**src/rtl/bdm_cmd_parser_pkg.sv**
```systemverilog
// rtl/bdm_cmd_parser_pkg.sv - command byte constants, state encoding and opcode decode for the BDM command parser
package bdm_cmd_pkg;

    localparam logic [7:0] CMD_START   = 8'h73;
    localparam logic [7:0] CMD_STOP    = 8'h78;
    localparam logic [7:0] CMD_READ    = 8'h72;
    localparam logic [7:0] CMD_WRITE   = 8'h77;
    localparam logic [7:0] CMD_DELAY   = 8'h64;
    localparam logic [7:0] CMD_ECHO    = 8'h65;
    localparam logic [7:0] CMD_VPP_ON  = 8'h76;
    localparam logic [7:0] CMD_VPP_OFF = 8'h75;

    localparam logic [7:0] RESP_ACK = 8'h2E;
    localparam logic [7:0] RESP_ERR = 8'h3F;
    localparam logic [7:0] RESP_TMO = 8'h21;

    // Bit positions of the do_* strobes in the internal strobe vector
    localparam logic [2:0] STB_READ    = 3'd0;
    localparam logic [2:0] STB_WRITE   = 3'd1;
    localparam logic [2:0] STB_START   = 3'd2;
    localparam logic [2:0] STB_STOP    = 3'd3;
    localparam logic [2:0] STB_DELAY   = 3'd4;
    localparam logic [2:0] STB_ECHO    = 3'd5;
    localparam logic [2:0] STB_VPP_ON  = 3'd6;
    localparam logic [2:0] STB_VPP_OFF = 3'd7;

    typedef enum logic [2:0] {
        ST_IDLE,
        ST_GET_ARG,
        ST_WAIT_READY,
        ST_ISSUE,
        ST_WAIT_DONE,
        ST_SEND_RESP
    } state_t;

    typedef struct packed {
        logic       known;
        logic       needs_arg;
        logic       returns_data;
        logic [2:0] strobe_idx;
    } cmd_info_t;

    function automatic cmd_info_t decode_cmd(input logic [7:0] b);
        cmd_info_t info;
        info = '0;
        info.known = 1'b1;
        case (b)
            CMD_START:   info.strobe_idx = STB_START;
            CMD_STOP:    info.strobe_idx = STB_STOP;
            CMD_VPP_ON:  info.strobe_idx = STB_VPP_ON;
            CMD_VPP_OFF: info.strobe_idx = STB_VPP_OFF;
            CMD_READ: begin
                info.strobe_idx   = STB_READ;
                info.returns_data = 1'b1;
            end
            CMD_WRITE: begin
                info.strobe_idx = STB_WRITE;
                info.needs_arg  = 1'b1;
            end
            CMD_DELAY: begin
                info.strobe_idx = STB_DELAY;
                info.needs_arg  = 1'b1;
            end
            CMD_ECHO: begin
                info.strobe_idx   = STB_ECHO;
                info.needs_arg    = 1'b1;
                info.returns_data = 1'b1;
            end
            default: info.known = 1'b0;
        endcase
        return info;
    endfunction

endpackage

```
**src/rtl/bdm_cmd_parser_if.sv**
```systemverilog
// rtl/bdm_cmd_parser_if.sv - UART RX/TX byte streams and BDM engine handshake bundle
// master: the parser side (accepts RX, drives TX and BDM strobes)
// slave:  the environment side (UART and BDM engine)
interface bdm_cmd_parser_if;
    logic       rx_valid;
    logic [7:0] rx_data;
    logic       rx_ready;

    logic       tx_valid;
    logic [7:0] tx_data;
    logic       tx_ready;

    logic       bdm_do_read;
    logic       bdm_do_write;
    logic       bdm_do_start_mcu;
    logic       bdm_do_stop_mcu;
    logic       bdm_do_delay;
    logic       bdm_do_echo_test;
    logic       bdm_do_enable_vpp;
    logic       bdm_do_disable_vpp;
    logic [7:0] bdm_data_in;
    logic [7:0] bdm_data_out;
    logic       bdm_ready;
    logic       bdm_valid;

    modport master (
        input  rx_valid, rx_data, tx_ready, bdm_data_out, bdm_ready, bdm_valid,
        output rx_ready, tx_valid, tx_data, bdm_data_in,
        output bdm_do_read, bdm_do_write, bdm_do_start_mcu, bdm_do_stop_mcu,
        output bdm_do_delay, bdm_do_echo_test, bdm_do_enable_vpp, bdm_do_disable_vpp
    );

    modport slave (
        output rx_valid, rx_data, tx_ready, bdm_data_out, bdm_ready, bdm_valid,
        input  rx_ready, tx_valid, tx_data, bdm_data_in,
        input  bdm_do_read, bdm_do_write, bdm_do_start_mcu, bdm_do_stop_mcu,
        input  bdm_do_delay, bdm_do_echo_test, bdm_do_enable_vpp, bdm_do_disable_vpp
    );
endinterface

```
**src/rtl/bdm_cmd_parser.sv**
```systemverilog
// rtl/bdm_cmd_parser.sv - host UART command front-end for the BDM engine
// Ports:
//   clk, rst    system clock, synchronous active-high reset
//   bus         bdm_cmd_parser_if.master: RX byte stream in, TX response stream out,
//               do_* strobes / data_in to the BDM engine, data_out/ready/valid back
//   rx_overrun  sticky flag: a byte arrived while rx_ready was low
//   busy        parser is processing a command (state != IDLE)
module bdm_cmd_parser
    import bdm_cmd_pkg::*;
#(
    parameter bit ACK_EN         = 1'b1,
    parameter int TIMEOUT_CYCLES = 2**24
) (
    input  logic                  clk,
    input  logic                  rst,
    bdm_cmd_parser_if.master      bus,
    output logic                  rx_overrun,
    output logic                  busy
);

    localparam int CW = $clog2(TIMEOUT_CYCLES + 1);

    state_t     state;
    cmd_info_t  dec;
    logic       op_returns;
    logic [2:0] op_idx;
    logic [7:0] stb_q;
    logic [7:0] data_in_q;
    logic       tx_valid_q;
    logic [7:0] tx_data_q;
    logic [CW-1:0] tmo_cnt;
    logic       rx_ready_int;

    always_comb dec = decode_cmd(bus.rx_data);

    // Held low during reset so every output reads 0 while rst is asserted
    assign rx_ready_int = !rst && (state == ST_IDLE || state == ST_GET_ARG);
    assign bus.rx_ready = rx_ready_int;
    assign busy         = (state != ST_IDLE);

    assign bus.tx_valid    = tx_valid_q;
    assign bus.tx_data     = tx_data_q;
    assign bus.bdm_data_in = data_in_q;

    assign bus.bdm_do_read        = stb_q[STB_READ];
    assign bus.bdm_do_write       = stb_q[STB_WRITE];
    assign bus.bdm_do_start_mcu   = stb_q[STB_START];
    assign bus.bdm_do_stop_mcu    = stb_q[STB_STOP];
    assign bus.bdm_do_delay       = stb_q[STB_DELAY];
    assign bus.bdm_do_echo_test   = stb_q[STB_ECHO];
    assign bus.bdm_do_enable_vpp  = stb_q[STB_VPP_ON];
    assign bus.bdm_do_disable_vpp = stb_q[STB_VPP_OFF];

    always_ff @(posedge clk) begin
        if (rst) begin
            state      <= ST_IDLE;
            op_returns <= 1'b0;
            op_idx     <= '0;
            stb_q      <= '0;
            data_in_q  <= '0;
            tx_valid_q <= 1'b0;
            tx_data_q  <= '0;
            tmo_cnt    <= '0;
            rx_overrun <= 1'b0;
        end else begin
            if (bus.rx_valid && !rx_ready_int)
                rx_overrun <= 1'b1;

            case (state)
                ST_IDLE: begin
                    if (bus.rx_valid) begin
                        op_returns <= dec.returns_data;
                        op_idx     <= dec.strobe_idx;
                        if (!dec.known) begin
                            tx_data_q  <= RESP_ERR;
                            tx_valid_q <= 1'b1;
                            state      <= ST_SEND_RESP;
                        end else if (dec.needs_arg) begin
                            state <= ST_GET_ARG;
                        end else begin
                            state <= ST_WAIT_READY;
                        end
                    end
                end
                ST_GET_ARG: begin
                    // Argument is taken verbatim, even if it looks like a command
                    if (bus.rx_valid) begin
                        data_in_q <= bus.rx_data;
                        state     <= ST_WAIT_READY;
                    end
                end
                ST_WAIT_READY: begin
                    if (bus.bdm_ready) begin
                        stb_q <= 8'(1) << op_idx;
                        state <= ST_ISSUE;
                    end
                end
                ST_ISSUE: begin
                    stb_q   <= '0;
                    tmo_cnt <= '0;
                    state   <= ST_WAIT_DONE;
                end
                ST_WAIT_DONE: begin
                    // Completion is checked ahead of the timeout; for data commands
                    // bdm_valid is the only completion, so a coincident ready is ignored
                    if (op_returns && bus.bdm_valid) begin
                        tx_data_q  <= bus.bdm_data_out;
                        tx_valid_q <= 1'b1;
                        state      <= ST_SEND_RESP;
                    end else if (!op_returns && bus.bdm_ready) begin
                        if (ACK_EN) begin
                            tx_data_q  <= RESP_ACK;
                            tx_valid_q <= 1'b1;
                            state      <= ST_SEND_RESP;
                        end else begin
                            state <= ST_IDLE;
                        end
                    end else if (tmo_cnt == CW'(TIMEOUT_CYCLES - 1)) begin
                        tx_data_q  <= RESP_TMO;
                        tx_valid_q <= 1'b1;
                        state      <= ST_SEND_RESP;
                    end else begin
                        tmo_cnt <= tmo_cnt + CW'(1);
                    end
                end
                ST_SEND_RESP: begin
                    if (bus.tx_ready) begin
                        tx_valid_q <= 1'b0;
                        state      <= ST_IDLE;
                    end
                end
                default: state <= ST_IDLE;
            endcase
        end
    end

endmodule

```
**src/flat_wrapper.sv**
```systemverilog
// flat-port wrapper written by rule: the top's interface ports become plain ports
module bdm_cmd_parser_flat import bdm_cmd_pkg::*;
#(
    parameter bit ACK_EN         = 1'b1,
    parameter int TIMEOUT_CYCLES = 2**24
)
  (clk, rst, rx_overrun, busy, bus_rx_valid, bus_rx_data, bus_tx_ready, bus_bdm_data_out, bus_bdm_ready, bus_bdm_valid, bus_rx_ready, bus_tx_valid, bus_tx_data, bus_bdm_data_in, bus_bdm_do_read, bus_bdm_do_write, bus_bdm_do_start_mcu, bus_bdm_do_stop_mcu, bus_bdm_do_delay, bus_bdm_do_echo_test, bus_bdm_do_enable_vpp, bus_bdm_do_disable_vpp);
  bdm_cmd_parser_if bus_i ();
  input  logic clk;
  input  logic rst;
  output logic rx_overrun;
  output logic busy;
  input wire logic [$bits(bus_i.rx_valid)-1:0] bus_rx_valid;
  input wire logic [$bits(bus_i.rx_data)-1:0] bus_rx_data;
  input wire logic [$bits(bus_i.tx_ready)-1:0] bus_tx_ready;
  input wire logic [$bits(bus_i.bdm_data_out)-1:0] bus_bdm_data_out;
  input wire logic [$bits(bus_i.bdm_ready)-1:0] bus_bdm_ready;
  input wire logic [$bits(bus_i.bdm_valid)-1:0] bus_bdm_valid;
  output wire logic [$bits(bus_i.rx_ready)-1:0] bus_rx_ready;
  output wire logic [$bits(bus_i.tx_valid)-1:0] bus_tx_valid;
  output wire logic [$bits(bus_i.tx_data)-1:0] bus_tx_data;
  output wire logic [$bits(bus_i.bdm_data_in)-1:0] bus_bdm_data_in;
  output wire logic [$bits(bus_i.bdm_do_read)-1:0] bus_bdm_do_read;
  output wire logic [$bits(bus_i.bdm_do_write)-1:0] bus_bdm_do_write;
  output wire logic [$bits(bus_i.bdm_do_start_mcu)-1:0] bus_bdm_do_start_mcu;
  output wire logic [$bits(bus_i.bdm_do_stop_mcu)-1:0] bus_bdm_do_stop_mcu;
  output wire logic [$bits(bus_i.bdm_do_delay)-1:0] bus_bdm_do_delay;
  output wire logic [$bits(bus_i.bdm_do_echo_test)-1:0] bus_bdm_do_echo_test;
  output wire logic [$bits(bus_i.bdm_do_enable_vpp)-1:0] bus_bdm_do_enable_vpp;
  output wire logic [$bits(bus_i.bdm_do_disable_vpp)-1:0] bus_bdm_do_disable_vpp;
  assign bus_i.rx_valid = bus_rx_valid;
  assign bus_i.rx_data = bus_rx_data;
  assign bus_i.tx_ready = bus_tx_ready;
  assign bus_i.bdm_data_out = bus_bdm_data_out;
  assign bus_i.bdm_ready = bus_bdm_ready;
  assign bus_i.bdm_valid = bus_bdm_valid;
  assign bus_rx_ready = bus_i.rx_ready;
  assign bus_tx_valid = bus_i.tx_valid;
  assign bus_tx_data = bus_i.tx_data;
  assign bus_bdm_data_in = bus_i.bdm_data_in;
  assign bus_bdm_do_read = bus_i.bdm_do_read;
  assign bus_bdm_do_write = bus_i.bdm_do_write;
  assign bus_bdm_do_start_mcu = bus_i.bdm_do_start_mcu;
  assign bus_bdm_do_stop_mcu = bus_i.bdm_do_stop_mcu;
  assign bus_bdm_do_delay = bus_i.bdm_do_delay;
  assign bus_bdm_do_echo_test = bus_i.bdm_do_echo_test;
  assign bus_bdm_do_enable_vpp = bus_i.bdm_do_enable_vpp;
  assign bus_bdm_do_disable_vpp = bus_i.bdm_do_disable_vpp;
  bdm_cmd_parser #(.ACK_EN(ACK_EN), .TIMEOUT_CYCLES(TIMEOUT_CYCLES)) u_core (.clk(clk), .rst(rst), .bus(bus_i), .rx_overrun(rx_overrun), .busy(busy));
endmodule
```
**config.mk**
```make
export PLATFORM = sky130hd
export DESIGN_NAME = bdm_cmd_parser_flat
export DESIGN_NICKNAME = d
export VERILOG_FILES = /design/src/rtl/bdm_cmd_parser_pkg.sv /design/src/rtl/bdm_cmd_parser_if.sv /design/src/rtl/bdm_cmd_parser.sv /design/src/flat_wrapper.sv
export SDC_FILE = /design/constraint.sdc
export NUM_CORES = 1
export LEC_CHECK = 0
export BUFFER_PORTS_ARGS = -buffer_cell sky130_fd_sc_hd__buf_2
export CAP_MARGIN = 20
export CORE_MARGIN = 4
export CORE_UTILIZATION = 30
export DETAILED_ROUTE_END_ITERATION = 10
export GPL_TIMING_DRIVEN = 0
export PLACE_DENSITY = 0.61
export SLEW_MARGIN = 5
export SYNTH_ARGS = -nofsm -noshare
export SYNTH_HDL_FRONTEND = slang
export SYNTH_SLANG_ARGS = --single-unit
```
**constraint.sdc**
```tcl
create_clock -name clk -period 1.7 [get_ports clk]
set_input_delay 0.085 -clock clk [delete_from_list [all_inputs] [get_ports clk]]
set_output_delay 0.085 -clock clk [all_outputs]
set_load 0.05 [all_outputs]
```
==> results.md <==
- Share of layout cells above drive strength 1: 44.3%
- WP data required: 1.97 ns
- H-Tree Depth: 3
- Fillers: 883
- Layout Skew: 0.00768 ns
- Max-cap viol count: 0
- Largest family of logic cells by synthesized area: simple AND/OR/NAND/NOR gates
- Startpoint Class: flop
- Vias in the first global route: 3052
- Max Clk Rate: 545 MHz
- Unrepaired setup endpoints after global routing: yes
- Setup CP Type: flop to flop
- Crit share post-route: 108%
- Clock period minus worst slack: 1.84 ns
- Synth Area in Compound Gates: 22.5%
- WHS: 0.0155 ns
- Int Pwr: 2.99 mW
- Sequential share of power: 32.9%
- DR vias: 3024
- Crit end category: flop
- Area Growth Syn to Fin: 47.0%
- GP Congestion: 0.848
- Wire per inst: 15.0 um
- Peak supply drop: 0.000573 V
- Fin. Hold Viols: 0
- Number of clock sinks: 58
- Drt pass-1 iters: 4
- Clock power share: 32.4%
- Yosys cell types: 55
- # port buffers: 46
- Share of flip-flops with an asynchronous set or reset: 0%
- Initial Util: 31.1%
- WP data arrival: 2.10 ns
- Violated checks: negative setup slack
- CTS tree: yes
- Total CTS buffers: 9
- Comb power frac: 34.7%
- FP Rows: 35
- Post-synthesis adder-cell area fraction: 0.432%
- I/O pin count: 50
- Area occupied by multi-input gates: 1910 um^2
- WL final: 8540 um
- Synthesized area per cell: 8.37 um^2
- Final setup viols: 27
- Initial antenna violation count: 0
- Sequential share of the synthesized area: 40.1%
- DP Worst Slack: -0.297 ns
- First-pass GRT wire length: 13900 um
- Mux share of post-synthesis cell area: 3.11%
- DR iter-0 viols: 94
- Clock latency on the worst-skew pair: 0.34 ns
- Power per cell area: 1100 nW/um^2
- ANT nets after route: 0
- Remaining DRCs: 0
- Mapped Cells: 346
- Final HPWL from detailed placement: 5310 um
- Sw frac: 36.1%
- Synth warnings: 0
- Global Route Usage Sum: 14.9%
- Slew headroom: 60.2%
- Worst Hold Class: primary input to flop
- Die width: 106 um
- FF+latch count, synth: 58
- Core area: 9330 um^2
- Status: finished with violations
- Netlist Area Pre-Place: 2900 um^2
- Ant diodes: 0
- Die Area: 11300 um^2
- Setup ws final: -0.135 ns
- Post-synth EDFFs: 0
- Layout Nets: 460
- Leakage: 1.60 nW
- CTS root buffer: clkbuf_8
- Die height: 106 um
- Post-synthesis xor/xnor area fraction: 0.302%
- Slew Viols, Final: 0
- Largest net degree at the start of global routing: 11
- Prevailing post-synth register cell: dfxtp_1
- Fin util: 45.7%
- Syn Nets: 369
- Worst-path maximum fanout: 3
- Setup TNS: -1.25 ns
- Synth Area in Simple Gates: 28.4%
- Vias per cell: 5.30
- CTS Buffer Depth: 2
- GRT overflow: 0
- CTS clk-pin slew, worst paths: 0.07 ns
- P_sw: 1.68 mW
- Tightest Pin Transition: 0.597 ns
- Register area: 1220 um^2
==> flip-flops by register name, indices dropped and copies added, names as in the netlist <==
signal,cells
u_core.bus.bdm_data_in,8
u_core.stb_q,8
u_core.bus.tx_data,8
u_core.bus.tx_valid,1
u_core.state,3
u_core.op_idx,3
u_core.tmo_cnt,25
u_core.rx_overrun,1
u_core.op_returns,1
==> worst max-delay path, stage by stage (launching register included) <==
cell and delay (ns):
dfxtp_2 0.34, nand4_1 0.12, buf_6 0.16, nor4_4 0.32, buf_4 0.17, nand4_1 0.11
or4_1 0.42, a21oi_1 0.13
==> layout by cell type (no fill, tap or decap), types with 7 or more instances in the layout <==
cell / count
a21oi_2: 9
clkbuf_8: 13
nand4_1: 11
dfxtp_1: 33
o31ai_2: 7
buf_4: 27
dfxtp_2: 15
nand2_1: 25
clkbuf_1: 7
o21ai_2: 7
buf_2: 50
or4_1: 8
nand3_1: 10
inv_1: 14
nor2_1: 34
mux2i_1: 8
a21oi_1: 27
dfxtp_4: 10
==> synthesized netlist by cell type, types with 2 or more instances <==
| cell | number | area share [%] |
|---|---|---|
| a211oi_1 | 2 | 0.52 |
| a21oi_1 | 35 | 6.0 |
| a221oi_1 | 5 | 1.5 |
| a22oi_1 | 6 | 1.6 |
| a31o_2 | 3 | 0.91 |
| a31oi_1 | 2 | 0.43 |
| a32o_1 | 3 | 1.0 |
| a32oi_1 | 2 | 0.60 |
| a41o_1 | 2 | 0.69 |
| and3_1 | 2 | 0.43 |
| buf_1 | 2 | 0.26 |
| buf_2 | 3 | 0.52 |
| buf_4 | 2 | 0.52 |
| clkbuf_1 | 13 | 1.7 |
| dfxtp_1 | 58 | 40 |
| inv_1 | 14 | 1.8 |
| mux2i_1 | 9 | 3.1 |
| nand2_1 | 27 | 3.5 |
| nand2b_1 | 6 | 1.3 |
| nand3_1 | 12 | 2.1 |
| nand3b_1 | 5 | 1.3 |
| nand4_1 | 11 | 2.4 |
| nand4_2 | 2 | 0.86 |
| nor2_1 | 35 | 4.5 |
| nor2b_1 | 5 | 1.1 |
| nor3_1 | 2 | 0.35 |
| nor3b_1 | 6 | 1.6 |
| nor4_1 | 2 | 0.43 |
| nor4_2 | 2 | 0.86 |
| o21ai_0 | 13 | 2.2 |
| o22ai_1 | 2 | 0.43 |
| o31ai_1 | 12 | 3.1 |
| or2_2 | 2 | 0.43 |
| or3_1 | 7 | 1.5 |
| or4_1 | 12 | 3.1 |
==> per-stage QoR <==
stage,total power [mW],instances,instance area (um^2)
5_1_grt,4.89,571,4260
6_report,4.67,571,4260
3_3_place_gp,2.83,521,3330
3_5_place_dp,2.84,521,3330
4_1_cts,4.52,559,3930
2_1_floorplan,2.54,346,2930
==> per-layer routing <==
layer | share of wire, % | up-vias | global-route usage, % | wire length (um)
li1 | - | 1477 | - | -
met2 | 49 | 78 | 24.9 | 4180
met4 | 2.3 | 0 | 6.57 | 200
met5 | 0 | - | 0 | 0
met3 | 4.0 | 19 | 3.70 | 343
met1 | 45 | 1450 | 18.2 | 3820
==> layout make-up <==
cell class	count	area share, %
Clock buffer	12	3.88
Tap cell	129	3.79
Sequential cell	58	28.6
Timing Repair Buffer	79	12.4
Buffer	21	3.67
Inverter	14	1.23
Clock inverter	4	1.70
Multi-Input combinational cell	254	44.8
==> path summary, 6_finish.rpt <==
path,from,to,slack (ns),cells after the start
max,u_core.tmo_cnt[15],u_core.tmo_cnt[22],-0.14,7
min,bus_bdm_data_out[1],u_core.bus.tx_data[1],0.02,3
max reg2reg,u_core.tmo_cnt[15],u_core.tmo_cnt[22],-0.14,7
min reg2reg,u_core.bus.tx_data[5],u_core.bus.tx_data[5],0.47,2
==> cells by family after synthesis <==
kind of cell | after synthesis
compound gates | 97
xor+xnor | 1
fa+ha+maj | 1
buf+inv | 35
flops | 58
mux | 9
simple gates | 145
==> power by group through the flow <==
stage / Combinational [mW] / Sequential, mW / Clock [mW]
floorplan: 0.674 / 1.87 / 0
global placement: 1.26 / 1.57 / 0
detailed placement: 1.27 / 1.58 / 0
CTS: 1.44 / 1.54 / 1.54
global route: 1.73 / 1.55 / 1.61
finish: 1.62 / 1.54 / 1.51
==> timing repair <==
| action | CTS | global route |
|---|---|---|
| hold buffers | 1 | 0 |
| buffers inserted | 19 | 9 |
| endpoints found under the hold margin | 1 | 0 |
| setup endpoints to repair | 49 | 40 |
| pin swaps | 22 | 31 |
| gates cloned | 2 | 3 |
| gates resized for setup | 62 | 68 |
(Power assumes the default switching activity.)
